**src/rtl/i2c_cfg_sequencer_if.sv**
```systemverilog
// Command/response handshake between the config sequencer and a generic I2C master.
// The sequencer uses the master modport; the I2C master (or a model of it) uses slave.
interface i2c_cfg_sequencer_if #(
    parameter int ADDR_W = 16,
    parameter int DATA_W = 16
);
    logic              cmd_valid;
    logic              cmd_ready;
    logic              cmd_rw;
    logic [ADDR_W-1:0] cmd_addr;
    logic [DATA_W-1:0] cmd_wdata;
    logic              rsp_valid;
    logic              rsp_nack;
    logic [DATA_W-1:0] rsp_rdata;

    modport master (
        output cmd_valid, cmd_rw, cmd_addr, cmd_wdata,
        input  cmd_ready, rsp_valid, rsp_nack, rsp_rdata
    );

    modport slave (
        input  cmd_valid, cmd_rw, cmd_addr, cmd_wdata,
        output cmd_ready, rsp_valid, rsp_nack, rsp_rdata
    );
endinterface

```
**src/rtl/i2c_cfg_sequencer.sv**
```systemverilog
// Register-configuration sequencer for I2C CMOS sensors (e.g. AR0135).
// Walks a combinational LUT of {reg_addr, reg_data} entries and turns each into
// an I2C master command: entry 0 may be a chip-ID read-and-compare, addr == 0
// entries are delays, everything else is a register write with NACK retry.
// Optional macro CFG_READBACK_EN: every acknowledged write is followed by a
// read of the same register, and a data mismatch is treated as a failure.
module i2c_cfg_sequencer #(
    parameter int ADDR_W        = 16,
    parameter int DATA_W        = 16,
    parameter int INDEX_W       = 8,
    parameter int ID_CHECK      = 1,
    parameter int DELAY_UNIT    = 50000,
    parameter int DELAY_DEFAULT = 200,
    parameter int MAX_RETRY     = 3,
    parameter int AUTO_START    = 1
) (
    input  logic                     clk,
    input  logic                     rst_n,
    input  logic                     init_start_i,
    output logic [INDEX_W-1:0]       lut_index_o,
    input  logic [ADDR_W+DATA_W-1:0] lut_data_i,
    input  logic [INDEX_W-1:0]       lut_size_i,
    i2c_cfg_sequencer_if.master      i2c_bus,
    output logic                     cfg_busy_o,
    output logic                     cfg_done_o,
    output logic                     cfg_error_o,
    output logic                     id_ok_o,
    output logic [INDEX_W-1:0]       err_index_o
);
    localparam int                  PRESC_W     = (DELAY_UNIT > 1) ? $clog2(DELAY_UNIT) : 1;
    localparam logic [PRESC_W-1:0]  PRESC_LAST  = PRESC_W'(DELAY_UNIT - 1);
    localparam logic [3:0]          RETRY_LIMIT = 4'(MAX_RETRY);
    localparam logic [DATA_W-1:0]   DELAY_DEF   = DATA_W'(DELAY_DEFAULT);

    typedef enum logic [2:0] {
        IDLE, FETCH, ISSUE, WAIT_RSP, DELAY, NEXT, DONE, ERROR
    } state_t;

    state_t              state_q, state_d;
    logic [INDEX_W-1:0]  index_q, index_d;
    logic [ADDR_W-1:0]   addr_q, addr_d;
    logic [DATA_W-1:0]   data_q, data_d;
    logic                is_id_q, is_id_d;
    logic [3:0]          retry_q, retry_d;
    logic [PRESC_W-1:0]  presc_q, presc_d;
    logic [DATA_W-1:0]   unit_q, unit_d;
    logic                id_ok_q, id_ok_d;
    logic                done_q, done_d;
    logic                error_q, error_d;
    logic [INDEX_W-1:0]  err_index_q, err_index_d;
    logic                start_pend_q, start_pend_d;
`ifdef CFG_READBACK_EN
    logic                rb_q, rb_d;
`endif

    logic [ADDR_W-1:0]   lut_addr;
    logic [DATA_W-1:0]   lut_wdata;
    logic                read_cmd;
    logic                rsp_fail;
    logic [INDEX_W:0]    index_inc;
    logic                last_entry;

    assign lut_addr  = lut_data_i[ADDR_W+DATA_W-1:DATA_W];
    assign lut_wdata = lut_data_i[DATA_W-1:0];

    // The outstanding command is a read either for the chip-ID entry or for a read-back.
`ifdef CFG_READBACK_EN
    assign read_cmd = is_id_q | rb_q;
`else
    assign read_cmd = is_id_q;
`endif

    // A read whose data differs from the entry's data fails just like a NACK.
    assign rsp_fail   = i2c_bus.rsp_nack || (read_cmd && (i2c_bus.rsp_rdata != data_q));
    assign index_inc  = {1'b0, index_q} + {{INDEX_W{1'b0}}, 1'b1};
    assign last_entry = (index_inc >= {1'b0, lut_size_i});

    assign i2c_bus.cmd_valid = (state_q == ISSUE);
    assign i2c_bus.cmd_rw    = read_cmd;
    assign i2c_bus.cmd_addr  = addr_q;
    assign i2c_bus.cmd_wdata = read_cmd ? '0 : data_q;

    assign lut_index_o = index_q;
    assign cfg_busy_o  = (state_q != IDLE) && (state_q != DONE) && (state_q != ERROR);
    assign cfg_done_o  = done_q;
    assign cfg_error_o = error_q;
    assign id_ok_o     = id_ok_q;
    assign err_index_o = err_index_q;

    // Next-state and register-update logic of the sequencer FSM.
    always_comb begin
        state_d      = state_q;
        index_d      = index_q;
        addr_d       = addr_q;
        data_d       = data_q;
        is_id_d      = is_id_q;
        retry_d      = retry_q;
        presc_d      = presc_q;
        unit_d       = unit_q;
        id_ok_d      = id_ok_q;
        done_d       = done_q;
        error_d      = error_q;
        err_index_d  = err_index_q;
        start_pend_d = start_pend_q;
`ifdef CFG_READBACK_EN
        rb_d         = rb_q;
`endif

        case (state_q)
            IDLE, DONE, ERROR: begin
                // The reset-release auto start is only pending while still in IDLE.
                if (init_start_i || start_pend_q) begin
                    start_pend_d = 1'b0;
                    index_d      = '0;
                    retry_d      = '0;
                    done_d       = 1'b0;
                    error_d      = 1'b0;
                    err_index_d  = '0;
                    id_ok_d      = (ID_CHECK == 0);
                    if (lut_size_i == '0) begin
                        state_d = DONE;
                        done_d  = 1'b1;
                        id_ok_d = 1'b0;
                    end else begin
                        state_d = FETCH;
                    end
                end
            end

            FETCH: begin
                addr_d  = lut_addr;
                data_d  = lut_wdata;
                is_id_d = (ID_CHECK != 0) && (index_q == '0);
`ifdef CFG_READBACK_EN
                rb_d    = 1'b0;
`endif
                if (is_id_d) begin
                    state_d = ISSUE;
                end else if (lut_addr == '0) begin
                    // Prescaler counts DELAY_UNIT cycles, unit counter counts N of them.
                    presc_d = PRESC_LAST;
                    unit_d  = (lut_wdata == '0) ? DELAY_DEF : lut_wdata;
                    state_d = DELAY;
                end else begin
                    state_d = ISSUE;
                end
            end

            ISSUE: begin
                if (i2c_bus.cmd_ready) begin
                    state_d = WAIT_RSP;
                end
            end

            WAIT_RSP: begin
                if (i2c_bus.rsp_valid) begin
                    if (rsp_fail) begin
                        // A retry always restarts the entry from its first command.
`ifdef CFG_READBACK_EN
                        rb_d = 1'b0;
`endif
                        if (retry_q < RETRY_LIMIT) begin
                            retry_d = retry_q + 4'd1;
                            state_d = ISSUE;
                        end else begin
                            error_d     = 1'b1;
                            err_index_d = index_q;
                            state_d     = ERROR;
                        end
                    end else begin
`ifdef CFG_READBACK_EN
                        if (!is_id_q && !rb_q) begin
                            rb_d    = 1'b1;
                            state_d = ISSUE;
                        end else begin
                            rb_d    = 1'b0;
                            state_d = NEXT;
                        end
`else
                        state_d = NEXT;
`endif
                        if (is_id_q) begin
                            id_ok_d = 1'b1;
                        end
                    end
                end
            end

            DELAY: begin
                if (presc_q == '0) begin
                    if (unit_q <= {{(DATA_W-1){1'b0}}, 1'b1}) begin
                        state_d = NEXT;
                    end else begin
                        unit_d  = unit_q - {{(DATA_W-1){1'b0}}, 1'b1};
                        presc_d = PRESC_LAST;
                    end
                end else begin
                    presc_d = presc_q - {{(PRESC_W-1){1'b0}}, 1'b1};
                end
            end

            NEXT: begin
                if (last_entry) begin
                    done_d  = 1'b1;
                    state_d = DONE;
                end else begin
                    index_d = index_inc[INDEX_W-1:0];
                    retry_d = '0;
                    state_d = FETCH;
                end
            end

            default: begin
                state_d = IDLE;
            end
        endcase
    end

    // State and datapath registers with synchronous active-low reset.
    always_ff @(posedge clk) begin
        if (!rst_n) begin
            state_q      <= IDLE;
            index_q      <= '0;
            addr_q       <= '0;
            data_q       <= '0;
            is_id_q      <= 1'b0;
            retry_q      <= '0;
            presc_q      <= '0;
            unit_q       <= '0;
            id_ok_q      <= 1'b0;
            done_q       <= 1'b0;
            error_q      <= 1'b0;
            err_index_q  <= '0;
            start_pend_q <= (AUTO_START != 0);
`ifdef CFG_READBACK_EN
            rb_q         <= 1'b0;
`endif
        end else begin
            state_q      <= state_d;
            index_q      <= index_d;
            addr_q       <= addr_d;
            data_q       <= data_d;
            is_id_q      <= is_id_d;
            retry_q      <= retry_d;
            presc_q      <= presc_d;
            unit_q       <= unit_d;
            id_ok_q      <= id_ok_d;
            done_q       <= done_d;
            error_q      <= error_d;
            err_index_q  <= err_index_d;
            start_pend_q <= start_pend_d;
`ifdef CFG_READBACK_EN
            rb_q         <= rb_d;
`endif
        end
    end
endmodule

```
**src/flat_wrapper.sv**
```systemverilog
// flat-port wrapper written by rule: the top's interface ports become plain ports
module i2c_cfg_sequencer_flat 
#(
    parameter int ADDR_W        = 16,
    parameter int DATA_W        = 16,
    parameter int INDEX_W       = 8,
    parameter int ID_CHECK      = 1,
    parameter int DELAY_UNIT    = 50000,
    parameter int DELAY_DEFAULT = 200,
    parameter int MAX_RETRY     = 3,
    parameter int AUTO_START    = 1
)
  (clk, rst_n, init_start_i, lut_index_o, lut_data_i, lut_size_i, cfg_busy_o, cfg_done_o, cfg_error_o, id_ok_o, err_index_o, i2c_bus_cmd_valid, i2c_bus_cmd_rw, i2c_bus_cmd_addr, i2c_bus_cmd_wdata, i2c_bus_cmd_ready, i2c_bus_rsp_valid, i2c_bus_rsp_nack, i2c_bus_rsp_rdata);
  i2c_cfg_sequencer_if #(.ADDR_W(ADDR_W), .DATA_W(DATA_W)) i2c_bus_i ();
  input  logic clk;
  input  logic rst_n;
  input  logic init_start_i;
  output logic [INDEX_W-1:0] lut_index_o;
  input  logic [ADDR_W+DATA_W-1:0] lut_data_i;
  input  logic [INDEX_W-1:0] lut_size_i;
  output logic cfg_busy_o;
  output logic cfg_done_o;
  output logic cfg_error_o;
  output logic id_ok_o;
  output logic [INDEX_W-1:0] err_index_o;
  output wire logic [$bits(i2c_bus_i.cmd_valid)-1:0] i2c_bus_cmd_valid;
  output wire logic [$bits(i2c_bus_i.cmd_rw)-1:0] i2c_bus_cmd_rw;
  output wire logic [$bits(i2c_bus_i.cmd_addr)-1:0] i2c_bus_cmd_addr;
  output wire logic [$bits(i2c_bus_i.cmd_wdata)-1:0] i2c_bus_cmd_wdata;
  input wire logic [$bits(i2c_bus_i.cmd_ready)-1:0] i2c_bus_cmd_ready;
  input wire logic [$bits(i2c_bus_i.rsp_valid)-1:0] i2c_bus_rsp_valid;
  input wire logic [$bits(i2c_bus_i.rsp_nack)-1:0] i2c_bus_rsp_nack;
  input wire logic [$bits(i2c_bus_i.rsp_rdata)-1:0] i2c_bus_rsp_rdata;
  assign i2c_bus_cmd_valid = i2c_bus_i.cmd_valid;
  assign i2c_bus_cmd_rw = i2c_bus_i.cmd_rw;
  assign i2c_bus_cmd_addr = i2c_bus_i.cmd_addr;
  assign i2c_bus_cmd_wdata = i2c_bus_i.cmd_wdata;
  assign i2c_bus_i.cmd_ready = i2c_bus_cmd_ready;
  assign i2c_bus_i.rsp_valid = i2c_bus_rsp_valid;
  assign i2c_bus_i.rsp_nack = i2c_bus_rsp_nack;
  assign i2c_bus_i.rsp_rdata = i2c_bus_rsp_rdata;
  i2c_cfg_sequencer #(.ADDR_W(ADDR_W), .DATA_W(DATA_W), .INDEX_W(INDEX_W), .ID_CHECK(ID_CHECK), .DELAY_UNIT(DELAY_UNIT), .DELAY_DEFAULT(DELAY_DEFAULT), .MAX_RETRY(MAX_RETRY), .AUTO_START(AUTO_START)) u_core (.clk(clk), .rst_n(rst_n), .init_start_i(init_start_i), .lut_index_o(lut_index_o), .lut_data_i(lut_data_i), .lut_size_i(lut_size_i), .i2c_bus(i2c_bus_i), .cfg_busy_o(cfg_busy_o), .cfg_done_o(cfg_done_o), .cfg_error_o(cfg_error_o), .id_ok_o(id_ok_o), .err_index_o(err_index_o));
endmodule
```
**config.mk**
```make
export PLATFORM = sky130hd
export DESIGN_NAME = i2c_cfg_sequencer_flat
export DESIGN_NICKNAME = d
export VERILOG_FILES = /design/src/rtl/i2c_cfg_sequencer_if.sv /design/src/rtl/i2c_cfg_sequencer.sv /design/src/flat_wrapper.sv
export SDC_FILE = /design/constraint.sdc
export NUM_CORES = 1
export LEC_CHECK = 0
export CORE_ASPECT_RATIO = 0.8
export CORE_MARGIN = 3
export CORE_UTILIZATION = 35
export DETAILED_ROUTE_END_ITERATION = 8
export PLACE_DENSITY_LB_ADDON = 0.2
export SKIP_CTS_REPAIR_TIMING = 1
export SYNTH_ARGS = -nofsm -noshare
export SYNTH_HDL_FRONTEND = slang
export SYNTH_SLANG_ARGS = --single-unit
```
**constraint.sdc**
```tcl
create_clock -name clk -period 7.1 [get_ports clk]
set_input_delay 0.71 -clock clk [delete_from_list [all_inputs] [get_ports clk]]
set_output_delay 0.71 -clock clk [all_outputs]
set_load 0.1 [all_outputs]
```
[Yosys cells after proc, flatten, opt, wreduce, memory -nomap -nowiden]
Index checks and enable logic that the tools add are counted.
Storage, ports and cells
  bits in registers: 92
  latch bits: 0
  RAM bits: 0
  memory bits (read-only): 0
  bits of input ports: 62
  output and inout port bits: 54
  word-level logic and storage cells: 122
  memories: 0
Cells by class
  add/subtract/negate cells: 4
  $mul: 0
  div/mod/pow operators: 0
  $lt $le $gt $ge: 3
  equality and inequality tests: 26
  shift-type cells: 0
  mux-type cells: 50
  bitwise logic cells: 0
  reduce and logical (&&, ||, !) cells: 26
Operators with widths (count)
  16-bit two-way mux: 10
  16-bit one-hot mux with 2 select lines: 2
  16-bit logical NOT: 3
  8-bit two-way mux: 5
  3-bit two-way mux: 11
  8-bit one-hot mux with 2 select lines: 2
  16-bit by 1-bit subtractor with 16-bit output (second input constant): 2
  4-bit two-way mux: 5
  5-bit AND reduction: 4
  2-bit by 1-bit inequality test with 1-bit output (second input constant): 9
  3-bit one-hot mux with 6 select lines: 1
  16-bit by 1-bit less-or-equal comparator with 1-bit output (second input constant): 1
  8-bit logical NOT: 2
  16-bit inequality test: 1
  3-bit equality test (second input constant): 4
  2-bit inequality test (second input constant): 6
  4-bit one-hot mux with 3 select lines: 1
  1-bit two-way mux: 10
  8-bit by 1-bit adder with 9-bit output (second input constant): 1
  9-bit by 8-bit greater-or-equal comparator with 1-bit output: 1
  3-bit inequality test (second input constant): 3
  3-bit by 2-bit equality test with 1-bit output (second input constant): 2
  1-bit one-hot mux with 2 select lines: 3
  3-bit AND reduction: 2
  other kinds (12): 18

[Depth between registers and ports, before layout]
  word-level depth: 6
  depth in mapped cells: 13
  gate-level depth less buffers: 11

[Least setup slack after synthesis]
OpenSTA, ideal clock, no wires.
  kind: register to register
  from: register u_core.index_q[0] (netlist: u_core.lut_index_o[0])
  to: register u_core.index_q[2] (netlist: u_core.lut_index_o[2])
  library setup time: 0.086 ns
  arrival: 3.791 ns
  data required time: 7.014 ns
  slack: 3.224 ns
  cell stages (with the launch flop): 13
  path buffers: 1
  period minus slack after synthesis: 3.876 ns
  path through: dfxtp_1 -> ha_1 -> nand3_1 -> o21a_1 -> or2_2 -> ha_1 -> a21o_1 -> a221o_1 -> a211oi_1 -> nor2b_1 -> clkbuf_1 -> a21oi_1 -> a211oi_1
On the way
  word-level cells in the longest chain between the ends: 4
  elaborated cells on any way between the ends: 6
  those cells by class: add/sub (1); order compare (1); eq/ne (1); mux (2); reduce/logical (1)
RTL lines
  start: declaration: RTL line i2c_cfg_sequencer.sv:40  | logic [INDEX_W-1:0] index_q, index_d;
  start signal: assignment: RTL line i2c_cfg_sequencer.sv:240  | index_q <= index_d;
  8-bit by 1-bit adder with 9-bit output (*): RTL line i2c_cfg_sequencer.sv:75  | assign index_inc = {1'b0, index_q} + {{INDEX_W{1'b0}}, 1'b1};
  9-bit by 8-bit greater-or-equal comparator with 1-bit output: RTL line i2c_cfg_sequencer.sv:76  | assign last_entry = (index_inc >= {1'b0, lut_size_i});
  2-bit inequality test (no line)
  3-bit AND reduction (no line)
Every way passes the cells marked *; elsewhere a longest branch is shown, timed or not. The select of a mux whose other input is x is not followed.
A chain may end at the register's enable or synchronous reset.

[Worst setup path after layout]
Ends and elaborated chain as after synthesis.

==> impl_metrics.yaml <==
outcome:
  status: "finished clean"
sta:
  setup_viol_count_final: 0
  fin_crit_ps: 3810
  drv_slew: 0
  fin_crit_sh_pct: 53.7
  fmax_ghz: 0.262
  tightest_slew_ps: 1290
  slew_headroom_pct: 13.1
  rsz0062_at_grt: "false"
  fin_ws_ps: 3290
  fin_tns_setup_ps: 0
  fin_worst_skew_ps: 7.82
  hold_viol_final: 0
logic_synthesis:
  syn-instance-count: 639
  synth_edf_count: 0
  yosysWarnings: 0
  async_reset_ff_share_pct: 0
  netlist_area_um2: 5050
  synth_top_area_share_pct: 36.5
  yosys-top-cells-area: "dfxtp_1 36%, nand2_1 8.5%, a21oi_1 6.6%"
  synth_seq_cells: 92
  ys_types: 69
  ys_seq_area_share_pct: 36.5
  syn_nets: 716
  avgSynthCellArea_um2: 7.90
  yosysTopAreaCell: "dfxtp_1"
  ys.flop_type: "dfxtp_1"
setup_path:
  end_kind: "register"
  cp_slowest_stage_delay_ps: 600
  cp_data_required_time_ps: 7360
  path_class: "register to register"
  critPathBufInv: 0
  cpLargestDelayFamily: "compound AO/OA/AOI/OAI gates"
  arrival_ps: 4070
  cp_max_fo: 11
  critical_path.startpoint_type: "register"
  crit_slowest_cell: "nor2b_1"
  path_cells: "ha_1 -> nand3_1 -> o21a_1 -> or2_2 -> ha_1 -> and3_1 -> a221o_1 -> a211oi_1 -> nor2b_1 -> a21oi_1 -> a211oi_1"
global_routing:
  gr-total-overflow: 0
  grt_use_total_pct: 18.9
  grt_pass1_vias: 4642
  grt_max_degree: 67
  grt_pass1_wl_mm: 24.6
  antenna_found_initial: 0
pwr:
  powerDensity_nw_per_um2: 364
  ir_drop_mv: 0.404
  leakage_uw: 0.00247
  power_uw: 2400
run:
  drv_cap: 0
routing:
  num_vias: 5000
  drt-total-wl_mm: 15.2
  drt-vias-per-instance: 5.45
  ant_nets: 0
  drt_iter0_markers: 473
  drtPass1Iterations: 5
  drc: 0
  wl_per_cell_um: 16.6
floorplanning:
  initial_utilization_pct: 36.5
  die-area_um2: 15900
  core.rowCount: 38
  io_pins: 116
  core_area_um2: 13800
  die_x_um: 140
  fp.dieH_um: 113
final_layout:
  utilization_pct: 47.6
  syn2layout_area_growth_pct: 30.4
  drive_above_1_share_pct: 6.24
  diodes: 0
  final_cells: 917
  final_nets: 809
placement:
  portBuffers: 115
  pre_cts_ws_ps: 3340
  hpwl_mm: 11.1
  post-place-cells: 901
  routabilityCongestion: 0.820
clock_network:
  cts_buffers: 9
  clock_latency_ps: 350
  clk_pin_slew_ps: 70
  numClockSinks: 92
  cts_buffer_depth: 2
  clockRootBuffer: "clkbuf_16"
  htreeDepth: 3
  cts_tree: "yes"
hold_path:
  hold_class: "register to register"
==> flip-flops by register name (all words and copies together) (netlist names) <==
name	count
u_core.data_q	16
u_core.i2c_bus.cmd_addr	16
u_core.presc_q	16
u_core.unit_q	16
u_core.err_index_o	8
u_core.lut_index_o	8
u_core.retry_q	4
u_core.state_q	3
u_core.cfg_done_o	1
u_core.cfg_error_o	1
u_core.i2c_bus.cmd_rw	1
u_core.id_ok_o	1
u_core.start_pend_q	1
==> logic make-up (layout without fill, tap and decap cells) <==
group                      count (synthesis)  in the layout  synth area share, %
AOI/OAI and AO/OA                        169            169                 22.5
xor gates and xnor gates                  25             25                 4.34
adders and majority gates                 15             15                 3.72
buffers and inverters                     57            155                 4.86
DFF                                       92             92                 36.5
muxes                                      3              3                0.595
and+or+nand+nor                          278            278                 27.5
==> per-stage QoR <==
step                hold slack [ps]  instance area (um2)
floorplan                       419                 5050
global placement                429                 6290
detailed placement              434                 6290
CTS                             446                 6590
global route                    473                 6590
finish                          445                 6590
==> final cells by class <==
class                   count  area, um2
well taps                 180        225
clock inverters             6       63.8
repair buffers            118       1170
multi-input cells         490       2970
clock buffers              10        229
flip-flops and latches     92       1840
inverters                  21       78.8
fillers                  1335       7250
==> layout by cell type, fill, tap and decap left out, types with 16 or more instances in the layout <==
master           instances
o21ai_0                 16
inv_1                   18
dfxtp_1                 92
nor2b_1                 19
nand2_1                114
a21oi_1                 67
nor2_1                  35
xnor2_1                 16
clkdlybuf4s50_1        115
nand3_1                 17
nor3_1                  21
==> worst register-to-register path, delay by kind of cell (launching register included) <==
kind / cells / cell delay (ps)
fa+ha+maj: 2 / 570
simple gates: 4 / 1280
compound gates: 5 / 1400
flops: 1 / 470
==> report_power, final <==
group / leakage, uW / total (uW) / switching [uW] / internal [uW]
registers: 0.000746 / 685 / 87.4 / 597
clock network: 0.000139 / 488 / 215 / 273
logic: 0.00158 / 1230 / 871 / 355
total: 0.00247 / 2400 / 1170 / 1230
==> cells in the mapped netlist, types with 3 or more instances <==
library cell and instances:
inv_1 19, nand2_1 114, or3_1 10, xor2_1 9, xnor2_1 16, or4_1 4
and3_1 6, mux2i_1 3, clkbuf_1 28, nand3_1 17, buf_2 4, dfxtp_1 92
nor2b_1 19, nand3b_1 3, a21oi_1 67, nand2b_1 3, nor3_1 23, a22oi_1 3
o211ai_1 4, nor2_1 35, buf_6 3, and2_1 4, o311ai_1 6, ha_1 15
or2_2 6, a22o_1 8, nor4_1 14, a311oi_1 3, nand4_1 8, o21a_1 3
a31oi_1 10, a31o_2 3, o21ai_1 8, a211oi_1 5, a21o_1 3, o21ai_0 16
o31ai_1 5
==> metal layers <==
| metal | track usage, % | vias up | routed length, um |
|---|---|---|---|
| met4 | 5.10 | 0 | 197 |
| li1 | - | 2491 | - |
| met3 | 4.15 | 16 | 898 |
| met2 | 27.6 | 147 | 6560 |
| met1 | 28.0 | 2346 | 7530 |
| met5 | 0 | - | 0 |
==> path summary, 6_finish.rpt <==
path | startpoint | end | slack, ps | cells after the start
max | u_core.lut_index_o[0] | u_core.lut_index_o[2] | 3290 | 11
max reg2reg | u_core.lut_index_o[0] | u_core.lut_index_o[2] | 3290 | 11
min reg2reg | u_core.start_pend_q | u_core.start_pend_q | 440 | 2
min | u_core.start_pend_q | u_core.start_pend_q | 440 | 2
Note: power is estimated with default switching activity, not from simulation.
